===== src/rtl/mem_req_ctrl.sv =====
// Two-requester arbiter in front of a slowmem port with at most one transaction outstanding.
// Optional feature: define MEMCTL_RETRY_EN to re-strobe a read after TIMEOUT silent WAIT cycles.
module mem_req_ctrl #(
    parameter int unsigned TIMEOUT = 15
) (
    input  logic        i_clk,
    input  logic        i_reset,
    input  logic [1:0]  i_req,
    input  logic [1:0]  i_req_rnotw,
    input  logic [15:0] i_req_addr0,
    input  logic [15:0] i_req_addr1,
    input  logic [15:0] i_req_wdata0,
    input  logic [15:0] i_req_wdata1,
    output logic [1:0]  o_ack,
    output logic [15:0] o_rsp_data,
    output logic        o_busy,
    output logic        o_strobe,
    output logic        o_rnotw,
    output logic [15:0] o_addr,
    output logic [15:0] o_wdata,
    input  logic        i_mfc,
    input  logic [15:0] i_rdata
);

    typedef enum logic [1:0] {
        ST_IDLE = 2'd0,
        ST_WAIT = 2'd1,
        ST_DONE = 2'd2
    } state_t;

    if (TIMEOUT == 0 || TIMEOUT > 255) begin : g_bad_timeout
        $error("mem_req_ctrl: TIMEOUT must be within 1..255");
    end

    state_t      r_state, w_state_nxt;
    logic        r_last_grant, w_last_grant_nxt;
    logic        r_pid, w_pid_nxt;
    logic        r_is_wr, w_is_wr_nxt;
    logic [1:0]  r_block, w_set_block;
    logic [7:0]  r_wait_cnt, w_wait_cnt_nxt;
    logic        w_strobe_nxt, w_rnotw_nxt, w_busy_nxt;
    logic [1:0]  w_ack_nxt;
    logic [15:0] w_addr_nxt, w_wdata_nxt, w_rsp_nxt;
    logic [1:0]  w_avail;
    logic        w_gnt_pid;
    logic        w_retry;

    // A PID that was just acked must be seen low once before it can win again.
    assign w_avail   = i_req & ~r_block;
    assign w_gnt_pid = (w_avail == 2'b11) ? ~r_last_grant : w_avail[1];

`ifdef MEMCTL_RETRY_EN
    assign w_retry = (r_wait_cnt == 8'(TIMEOUT));
`else
    assign w_retry = 1'b0;
`endif

    always_comb begin
        w_state_nxt      = r_state;
        w_last_grant_nxt = r_last_grant;
        w_pid_nxt        = r_pid;
        w_is_wr_nxt      = r_is_wr;
        w_wait_cnt_nxt   = r_wait_cnt;
        w_set_block      = 2'b00;
        w_strobe_nxt     = 1'b0;
        w_rnotw_nxt      = o_rnotw;
        w_addr_nxt       = o_addr;
        w_wdata_nxt      = o_wdata;
        w_ack_nxt        = 2'b00;
        w_rsp_nxt        = o_rsp_data;
        case (r_state)
            ST_IDLE: begin
                if (w_avail != 2'b00) begin
                    w_pid_nxt        = w_gnt_pid;
                    w_last_grant_nxt = w_gnt_pid;
                    w_strobe_nxt     = 1'b1;
                    w_rnotw_nxt      = i_req_rnotw[w_gnt_pid];
                    w_is_wr_nxt      = ~i_req_rnotw[w_gnt_pid];
                    w_addr_nxt       = w_gnt_pid ? i_req_addr1 : i_req_addr0;
                    if (!i_req_rnotw[w_gnt_pid])
                        w_wdata_nxt = w_gnt_pid ? i_req_wdata1 : i_req_wdata0;
                    w_wait_cnt_nxt   = 8'd0;
                    w_state_nxt      = ST_WAIT;
                end
            end
            ST_WAIT: begin
                // The first WAIT cycle carries the strobe; writes complete right after it.
                if (r_is_wr || i_mfc) begin
                    if (!r_is_wr)
                        w_rsp_nxt = i_rdata;
                    w_ack_nxt             = r_pid ? 2'b10 : 2'b01;
                    w_set_block[r_pid]    = 1'b1;
                    w_state_nxt           = ST_DONE;
                end else if (w_retry) begin
                    w_strobe_nxt   = 1'b1;
                    w_wait_cnt_nxt = 8'd0;
                end else if (r_wait_cnt != 8'hFF) begin
                    w_wait_cnt_nxt = r_wait_cnt + 8'd1;
                end
            end
            ST_DONE: begin
                w_state_nxt = ST_IDLE;
            end
            default: begin
                w_state_nxt = ST_IDLE;
            end
        endcase
        w_busy_nxt = (w_state_nxt != ST_IDLE);
    end

    always_ff @(posedge i_clk) begin
        if (i_reset) begin
            r_state      <= ST_IDLE;
            r_last_grant <= 1'b1;
            r_pid        <= 1'b0;
            r_is_wr      <= 1'b0;
            r_block      <= 2'b00;
            r_wait_cnt   <= 8'd0;
            o_strobe     <= 1'b0;
            o_rnotw      <= 1'b1;
            o_addr       <= 16'd0;
            o_wdata      <= 16'd0;
            o_ack        <= 2'b00;
            o_rsp_data   <= 16'd0;
            o_busy       <= 1'b0;
        end else begin
            r_state      <= w_state_nxt;
            r_last_grant <= w_last_grant_nxt;
            r_pid        <= w_pid_nxt;
            r_is_wr      <= w_is_wr_nxt;
            r_block      <= (r_block | w_set_block) & i_req;
            r_wait_cnt   <= w_wait_cnt_nxt;
            o_strobe     <= w_strobe_nxt;
            o_rnotw      <= w_rnotw_nxt;
            o_addr       <= w_addr_nxt;
            o_wdata      <= w_wdata_nxt;
            o_ack        <= w_ack_nxt;
            o_rsp_data   <= w_rsp_nxt;
            o_busy       <= w_busy_nxt;
        end
    end

endmodule

===== config.mk =====
export PLATFORM = sky130hd
export DESIGN_NAME = mem_req_ctrl
export DESIGN_NICKNAME = d
export VERILOG_FILES = /design/src/rtl/mem_req_ctrl.sv
export SDC_FILE = /design/constraint.sdc
export NUM_CORES = 1
export LEC_CHECK = 0
export ABC_CLOCK_PERIOD_IN_PS = 1300
export CORE_MARGIN = 8
export CORE_UTILIZATION = 30
export DETAILED_ROUTE_END_ITERATION = 12
export PLACE_DENSITY = 0.66
export SLEW_MARGIN = 20
export SYNTH_ARGS = -nofsm -noshare
export SYNTH_HDL_FRONTEND = slang
export SYNTH_SLANG_ARGS = --single-unit

===== constraint.sdc =====
create_clock -name i_clk -period 1.3 [get_ports i_clk]
set_input_delay 0.195 -clock i_clk [delete_from_list [all_inputs] [get_ports i_clk]]
set_output_delay 0.195 -clock i_clk [all_outputs]
set_load 0.1 [all_outputs]

Word level (Yosys, flattened, before mapping):

Index checks and enable logic that the tools add are counted.

* bits in registers: 60
* logic and storage cells: 51

* order comparisons: 3
* reduce and logical (&&, ||, !) cells: 10
* mux-type cells: 14
* bitwise operators: 10
* equality and inequality tests: 2

Operator list (count)
* 2-to-1 mux 16 bit: 2
* 2-to-1 mux 2 bit: 5
* NOT 1 bit: 6
* AND reduction 3 bit: 2
* 2-to-1 mux 1 bit: 5
* bitwise AND 2 bit: 2
* < comparator 1 x 2 -> 1 bit (second input constant): 2
* one-hot mux 2 bit (2 select lines): 1
* nonzero test 2 bit: 2
* OR reduction 3 bit: 1
* equality test 2 x 1 -> 1 bit (second input constant): 1
* equality test 2 bit (second input constant): 1
* logical NOT 2 bit: 1
* NOT 2 bit: 1
* OR 2 bit: 1
* AND reduction 2 bit: 1
* OR reduction 2 bit: 1
* demux 1 bit (select 1 bit): 1
* >= comparator 1 bit (second input constant): 1
* logical AND 1 bit: 1
* logical OR 1 bit: 1

Longest topological paths before layout:

Gate-level depths: netlist (run 1).

* depth in word-level cells: 8
* mapped depth: 7
* gate-level depth less buffers: 4

Worst setup path after synthesis (run 1):

No wires, ideal clock.

* kind: flip-flop to flip-flop
* from: register r_block[1]
* to: register o_wdata[0]
* setup time: 0.122 ns
* cell stages (with the launch flop): 8
* period minus slack after synthesis: 1.443 ns
* required time: 1.178 ns
* path buffers: 3
* data arrival time: 1.321 ns
* setup slack: -0.143 ns
* path through: dfxtp_1 nor2b_4 buf_6 and2_4 a211o_1 buf_6 buf_6 mux2i_1

* cells in the longest elaborated chain, start to end: 8
* elaborated cells on any way between the ends: 10
* classes of those cells: eq/ne: 1; mux: 4; bitwise: 3; reduce/logical: 2

Ends and longest elaborated chain
* from (decl): line 39 `logic [1:0] r_block, w_set_block;`
* from (signal assigned): line 131 `r_block <= (r_block | w_set_block) & i_req;`
* NOT 2 bit *: line 49 `assign w_avail = i_req & ~r_block;`
* bitwise AND 2 bit *: line 49
* equality test 2 bit: line 50 `assign w_gnt_pid = (w_avail == 2'b11) ? ~r_last_grant : w_avail[1];`
* 2-to-1 mux 1 bit: line 50
* 2-to-1 mux 1 bit (not written as such) (2 in series): line 80 `if (!i_req_rnotw[w_gnt_pid])`
* NOT 1 bit (no line)
* AND reduction 3 bit (no line)
* to (signal assigned): line 136 `o_wdata <= w_wdata_nxt;`
* to (decl): line 20 `output logic [15:0] o_wdata,`

Mark *: on every way between the ends. The rest lies on a longest branch, timed or not. The select of a mux whose other input is x is not followed.
A chain may end at the register's enable or synchronous reset.

Worst setup path after layout (run 1):

* from: register r_block[1]
* to: register o_addr[15]

* cells in the longest elaborated chain, start to end: 5
* elaborated cells on any way between the ends: 7
* classes of those cells: eq/ne: 1; mux: 2; bitwise: 2; reduce/logical: 2

Ends and longest elaborated chain
* NOT 2 bit *: line 49
* bitwise AND 2 bit *: line 49
* equality test 2 bit: line 50
* 2-to-1 mux 1 bit: line 50
* 2-to-1 mux 16 bit: line 79 `w_addr_nxt = w_gnt_pid ? i_req_addr1 : i_req_addr0;`
* to (signal assigned): line 135 `o_addr <= w_addr_nxt;`
* to (decl): line 19 `output logic [15:0] o_addr,`

Mark *: on every way between the ends. The rest lies on a longest branch, timed or not.

==> results by group, run 1 <==
Worst setup path
  • Internal reg-to-reg setup slack: -0.11 ns
  • R2R depth: 6
  • Critical path data required time: between 1.5 and 2 ns
  • Crit Path Class: flip-flop to flip-flop
  • WP data arrival: 1.64 ns
  • Worst reg2reg path endpoint: o_addr[15]$_SDFFE_PP0P_
  • Worst Path Max Fanout: 8
  • Critical R2R Launch: r_block[1]$_SDFF_PP0_
  • CP Launch Type: flip-flop
  • Crit path capture type: flip-flop

Pwr
  • Sw Pwr: roughly 2700 uW
  • P per Cell Area: 1290 nW/um^2
  • VDD IR max: 0.000753 V
  • Reg power frac: 0.308
  • Switch share: 0.377
  • Combinational share of power: 0.429
  • Clock share of power: 0.263
  • Pleak: ~0.0023 uW
  • Internal power: 4500 uW

Layout
  • Finished Cell Area: 5600 sq um
  • Fill cell total of the finished layout: 672
  • Share of cells above drive strength 1: 0.376
  • Ant diodes: 0
  • # nets final: 561
  • Area of the multi-input gates: between 1500 and 2000 sq um
  • Syn-to-layout area delta: 109%
  • FF/Latch Area: 1230 sq um

Logic synthesis
  • Syn Area/Cell: about 8.6 sq um
  • Main combinational cell family by area after synthesis: simple AND/OR/NAND/NOR gates
  • Mux cell area share after synthesis: 0.0596
  • Compound-Gate Fraction of Synth Area: 0.208
  • Top cell type's share of synthesized area: 0.447
  • Synth cell count leaders: nand2_1, dfxtp_1, nor2_1
  • Main synth FF type: dfxtp_1
  • Most instantiated library cell after synthesis: nand2_1
  • Syn Nets: 401
  • Fraction of registers with async set/reset: 0
  • Cell variety after synth: 31
  • Gate count of the mapped netlist: 314
  • Dominant cells by area after synthesis: dfxtp_1, nand2_1, mux2i_1, a311oi_1, o21bai_1
  • Post-synth EDFFs: 0
  • Top cell type by total area after synthesis: dfxtp_1
  • Mapped cell area: roughly 2700 sq um
  • Yosys warns: 0
  • Post-synthesis simple-gate area fraction: 0.238
  • Adder-cell share of the synthesized area: 0
  • Xor/xnor share of the synthesized area: 0
  • Seq/Total Area, Yosys: 0.447
  • #FFs+latches synth: 60

GRT
  • Largest net degree at the start of global routing: 47
  • Vias in the first global route: about 2800
  • First-pass GRT wire length: 13600 um
  • Global Route Usage Sum: 0.133
  • Initial antenna violation count: 0
  • Total congestion overflow: 0

Timing
  • Min Tclk post-route: 1.41 ns
  • Final setup skew: slightly above 0.009 ns
  • Final hold vios: 0
  • Final Slew Violations: 0
  • Endpoints failing setup: 32
  • Final hold slack: roughly 0.16 ns
  • Slew headroom: 0.823
  • RSZ-0062 raised after global routing: yes
  • Fin crit share: 1.09
  • Fmax: 709 MHz
  • Final Worst Setup Slack: -0.111 ns
  • Worst Tran Pin Value: between 0.2 and 0.3 ns

Routing
  • Avg WL per Cell: 16.0 um
  • Starting DRT DRC Count: 103
  • WL met1: 3930 um
  • Via count: 2842
  • Uppermost layer routed: met4
  • WL final: 9410 um
  • Router iterations before antenna repair: 4
  • ANT nets after route: 0
  • # DRC: 0
  • Vias per cell: between 4 and 5
  • Metal3 WL: slightly above 500 um
  • Wire length on met2: 4790 um

Placed design
  • Gpl congestion: 0.734
  • Hpwl dp: 6370 um
  • Post-DP Area: approximately 4800 sq um
  • Input/output buffers: 139

Floorplanning
  • Die footprint: 12200 sq um
  • Row cnt: 34
  • Chip height: 111 um
  • Core box area: 8720 sq um
  • Die width: 111 um
  • # IOs: 140
  • Initial Util: 0.308

Clocking
  • Worst skew pair latency: 0.34 ns
  • Clock-pin slew on the worst setup and hold paths: approximately 0.07 ns
  • Clk buf depth: 2
  • Sink Count: 60
  • TritonCTS clock tree: built
  • Total CTS buffers: 9
  • H-tree depth: 3
  • Root Buffer: clkbuf_8

Min path
  • Hold path cells: 2
  • HP Start: i_req[1]
  • Hold crit path type: input port to flip-flop
  • Worst hold endpoint: r_block[1]$_SDFF_PP0_

Outcome
  • Result of the run: finished, violations left
  • Failing checks: setup timing

Run
  • Max Cap Violations: 0
## through the flow
| step | worst slack [ns] | cells | utilization | power [uW] | setup TNS, ns |
|---|---|---|---|---|---|
| detailed placement | -0.479 | 555 | 0.556 | 4990 | -19.88 |
| CTS | -0.0829 | 571 | 0.583 | 6920 | -1.64 |
| floorplan | -0.0923 | 314 | - | 3820 | -1.10 |
| global placement | -0.412 | 555 | 0.556 | 4960 | -17.51 |
| finish | -0.111 | 587 | 0.642 | 7230 | -1.97 |
| global route | -0.177 | 587 | 0.642 | 7500 | -4.17 |
## cell usage in the layout, fill, tap and decap left out, types with 2 or more instances in the layout
cell type / count
o21bai_1: 18
nand2_1: 52
dfxtp_2: 22
nor2_1: 10
nand2_4: 9
nand2b_1: 16
and3_1: 16
nor2_4: 2
a21oi_1: 20
mux2i_1: 16
a21boi_0: 16
buf_6: 11
a311oi_2: 13
nand2_2: 5
dfxtp_1: 38
clkdlybuf4s50_1: 83
clkinv_2: 2
buf_4: 14
a311oi_1: 3
clkbuf_16: 5
bufinv_16: 2
buf_12: 59
nor2_2: 11
clkbuf_8: 10
## worst max-delay path by stage
stage	start	endpoint	cells past startpoint
after floorplan	r_block[1]$_SDFF_PP0_	o_wdata[0]$_SDFFE_PP0P_	7
after global placement	i_req[1]	o_wdata[4]$_SDFFE_PP0P_	6
after detailed placement	i_req[0]	o_addr[14]$_SDFFE_PP0P_	6
after CTS	i_req[1]	o_wdata[9]$_SDFFE_PP0P_	6
after global routing	r_block[1]$_SDFF_PP0_	o_wdata[12]$_SDFFE_PP0P_	5
final	r_block[1]$_SDFF_PP0_	o_addr[15]$_SDFFE_PP0P_	6
## area by class of cell
class / count / share of cell area
Clock buffer: 10 / 0.0246
Clock inverter: 6 / 0.0154
Multi-Input combinational cell: 228 / 0.289
Sequential cell: 60 / 0.219
Tap cell: 108 / 0.0241
Timing Repair Buffer: 175 / 0.427
## logic make-up (layout without fill, tap and decap cells)
family	Yosys count	after routing
AND/OR/NAND/NOR	134	134
AO/OA/AOI/OAI	78	78
flip-flops	60	60
buffers and inverters	26	191
multiplexers	16	16
## metal layers
metal | global-route usage | vias to the layer above
li1 | - | 1406
met1 | 0.146 | 1334
met2 | 0.223 | 87
met3 | 0.0476 | 15
met4 | 0.0622 | 0
met5 | 0 | -
## critical path, cell delays in order, from the launching register on
cell and delay [ns]:
dfxtp_2 0.34, nor2b_4 0.21, buf_6 0.13, o21a_4 0.17, clkbuf_16 0.18, nor2_2 0.04, a311oi_1 0.24
## state kept, by name, indices dropped and copies added (netlist names)
name and count:
o_ack 2, o_addr 16, o_busy 1, o_rnotw 1, o_rsp_data 16, o_strobe 1, o_wdata 16, r_block 2
r_is_wr 1, r_last_grant 1, r_pid 1, r_state 2
## power by group through the flow
stage | Clock [uW] | Combinational, uW | Sequential, uW
after floorplan | 0 | 560 | 3260
after global placement | 0 | 2720 | 2240
final | 1900 | 3100 | 2230
after detailed placement | 0 | 2740 | 2250
after CTS | 1960 | 2750 | 2210
after global routing | 2030 | 3220 | 2250
## repair_timing
action | 4_1_cts | 5_1_grt
setup endpoints to repair | 34 | 48
cloned | 0 | 7
pin swaps | 0 | 26
resized for setup | 6 | 75
hold buffers | 0 | 0
setup buffers | 0 | 9
Power figures use the tool's default switching activity.
==> run 2, diff against run 1 <==
- CORE_ASPECT_RATIO: not set -> 0.6
- HOLD_SLACK_MARGIN: not set -> 0.05
==> run 2 against run 1 <==
The flow still finishes with violations (setup timing). Cell count fell by 1.2%. Sequential power about the same. Critical path type unchanged. Sequential share of layout area rose by 0.090 points. Worst setup slack improved by 0.0077 ns. Routed wire length rose by 5.3%. Count of clock-buffer cells in the layout rose by 1. Sequential cell count is the same. First-iteration DRC count shrank 12%. Total power increased by 8.8%. Combinational power fell by 3%. Register-to-register slack hardly changed.
==> results by group, run 2 (synthesis results as in run 1) <==
Timing
  • Endpoints failing setup: 34 (+6.3%)
  • Min Tclk post-route: 1.40 ns (-0.00767 ns)
  • Final Worst Setup Slack: -0.103 ns (+0.00767 ns)
  • Worst Tran Pin Value: 0.425 ns (+0.161 ns)
  • Final Slew Violations: 0 (unchanged)
  • Fmax: 713 MHz (+0.55%)
  • Slew headroom: 0.715 (-0.108)
  • Fin crit share: 1.08 (-0.00590)
  • RSZ-0062 raised after global routing: yes
  • Final hold vios: 0 (unchanged)
  • Final setup skew: 0.00457 ns (-0.00456 ns)

Pwr
  • VDD IR max: 0.000797 V (+5.8%)
  • Pleak: 0.00234 uW (+0.77%)
  • P per Cell Area: 1410 nW/um^2 (+9.6%)

Clocking
  • Root Buffer: clkbuf_16
  • Sink Count: 60 (unchanged)
  • Total CTS buffers: 9 (unchanged)
  • Worst skew pair latency: 0.32 ns (-0.02 ns)
  • Post-CTS Hold Buffers: 0 (unchanged)
  • Clock-pin slew on the worst setup and hold paths: 0.05 ns (-0.02 ns)
  • Clk buf depth: 2 (unchanged)
  • TritonCTS clock tree: built
  • H-tree depth: 3 (unchanged)

Placed design
  • Gpl congestion: 0.723 (-1.5%)
  • Input/output buffers: 139 (unchanged)
  • Hpwl dp: 6760 um (+6.1%)
  • Post-DP Area: 4840 sq um (about the same)
  • Placed cell count: 558 (+0.54%)

Layout
  • Most frequent cells in the layout: clkdlybuf4s50_1, buf_12, nand2_1
  • Ant diodes: 0 (unchanged)
  • Top flop regs: o_addr (16), o_rsp_data (16), o_wdata (16)
  • Commonest non-fill, non-tap cell in the layout: clkdlybuf4s50_1
  • Finished Cell Area: 5560 sq um (-0.71%)
  • Syn-to-layout area delta: 107%
  • # nets final: 550 (-2.0%)
  • Share of cells above drive strength 1: 0.329 (-0.0467)
  • Non-Filler Instances: 580 (-1.2%)

GRT
  • Global Route Usage Sum: 0.143 (+0.00985)
  • Initial antenna violation count: 1 (+1)
  • First-pass GRT wire length: 14200 um (+4.2%)
  • Largest net degree at the start of global routing: 59 (+26%)
  • Total congestion overflow: 0 (unchanged)
  • Vias in the first global route: 2774 (-1.1%)

Routing
  • ANT nets after route: 0 (unchanged)
  • Starting DRT DRC Count: 91 (-12%)
  • Via count: 2796 (-1.6%)
  • Vias per cell: 4.82 (-0.43%)
  • WL final: 9920 um (+5.3%)
  • # DRC: 0 (unchanged)
  • Avg WL per Cell: 17.1 um (+6.6%)
  • Router iterations before antenna repair: 6 (+2)

Worst setup path
  • Critical path data required time: 1.55 ns (+0.02 ns)
  • Critical R2R Launch: r_block[0]$_SDFF_PP0_
  • Worst Path Max Fanout: 5 (-3)
  • Crit Path Class: flip-flop to flip-flop
  • Crit path to: o_wdata[4]$_SDFFE_PP0P_
  • CP Launch Type: flip-flop
  • Worst Setup SP: r_block[0]$_SDFF_PP0_
  • Worst reg2reg path endpoint: o_wdata[4]$_SDFFE_PP0P_
  • Crit path capture type: flip-flop
  • WP data arrival: 1.65 ns (about the same)
  • Internal reg-to-reg setup slack: -0.10 ns (about the same)
  • R2R depth: 4 (-2)

Outcome
  • Result of the run: finished, violations left
  • Failing checks: setup timing

Floorplanning
  • Die width: 138 um (+25%)
  • Chip height: 89.3 um (-19%)
  • Initial Util: 0.313 (+0.00476)
  • Core box area: 8590 sq um (-1.5%)
  • Row cnt: 26 (-24%)
  • # IOs: 140 (unchanged)
  • Die footprint: 12300 sq um (+0.82%)

Run
  • Max Cap Violations: 0 (unchanged)

Min path
  • Hold crit path type: input port to flip-flop
run 2: through the flow:
step	TNS [ns]	setup slack (ns)	utilization	power, uW	hold WS [ns]
6_report	-2.04	-0.103	0.648	7870	0.174
4_1_cts	-2.07	-0.0848	0.608	7740	0.299
2_1_floorplan	-1.10	-0.0923	-	3820	0.331
5_1_grt	-4.34	-0.201	0.648	8160	0.178
3_5_place_dp	-19.89	-0.455	0.564	5000	0.479
3_3_place_gp	-17.96	-0.414	0.564	4970	0.479
run 2: worst min-delay path by stage:
stage | end | from | cells after the start
after global placement | r_is_wr$_SDFFE_PP0P_ | r_is_wr$_SDFFE_PP0P_ | 2
after floorplan | o_rsp_data[10]$_SDFFE_PP0P_ | i_rdata[10] | 2
final | r_block[1]$_SDFF_PP0_ | i_req[1] | 2
after detailed placement | r_is_wr$_SDFFE_PP0P_ | r_is_wr$_SDFFE_PP0P_ | 2
after global routing | r_block[1]$_SDFF_PP0_ | i_req[1] | 2
after CTS | o_addr[5]$_SDFFE_PP0P_ | i_reset | 3
run 2: per-layer routing:
metal  routed length, um  global-route usage  up-vias
met5                  10                   0        -
met4                  88              0.0451        2
met3                 800              0.0801       11
met2                4410               0.211       99
met1                4610               0.172     1299
li1                    -                   -     1385
run 2: report_power, final:
part           switching [uW]  internal, uW
sequential                182          2030
clock                     791          1860
combinational            1740          1250
total                    2720          5150
run 2: timing repair:
item / 4_1_cts / 5_1_grt
setup buffers: 0 / 1
gates cloned: 1 / 4
endpoints found under the setup margin: 33 / 42
pin swaps: 0 / 28
resized for setup: 8 / 55
run 2: cell type report:
type | count | area (sq um)
clock inverter | 5 | 100
timing repair buffer | 164 | 2290
tap | 112 | 140
sequential | 60 | 1220
clock buffer | 11 | 233
multi-input combinational | 228 | 1580
fill | 713 | 3030
run 2: critical path, cell delays in order, from the launching register on:
cell and delay (ns):
dfxtp_2 0.33, nand3b_4 0.17, and2_4 0.19, a211oi_1 0.42
mux2i_1 0.23
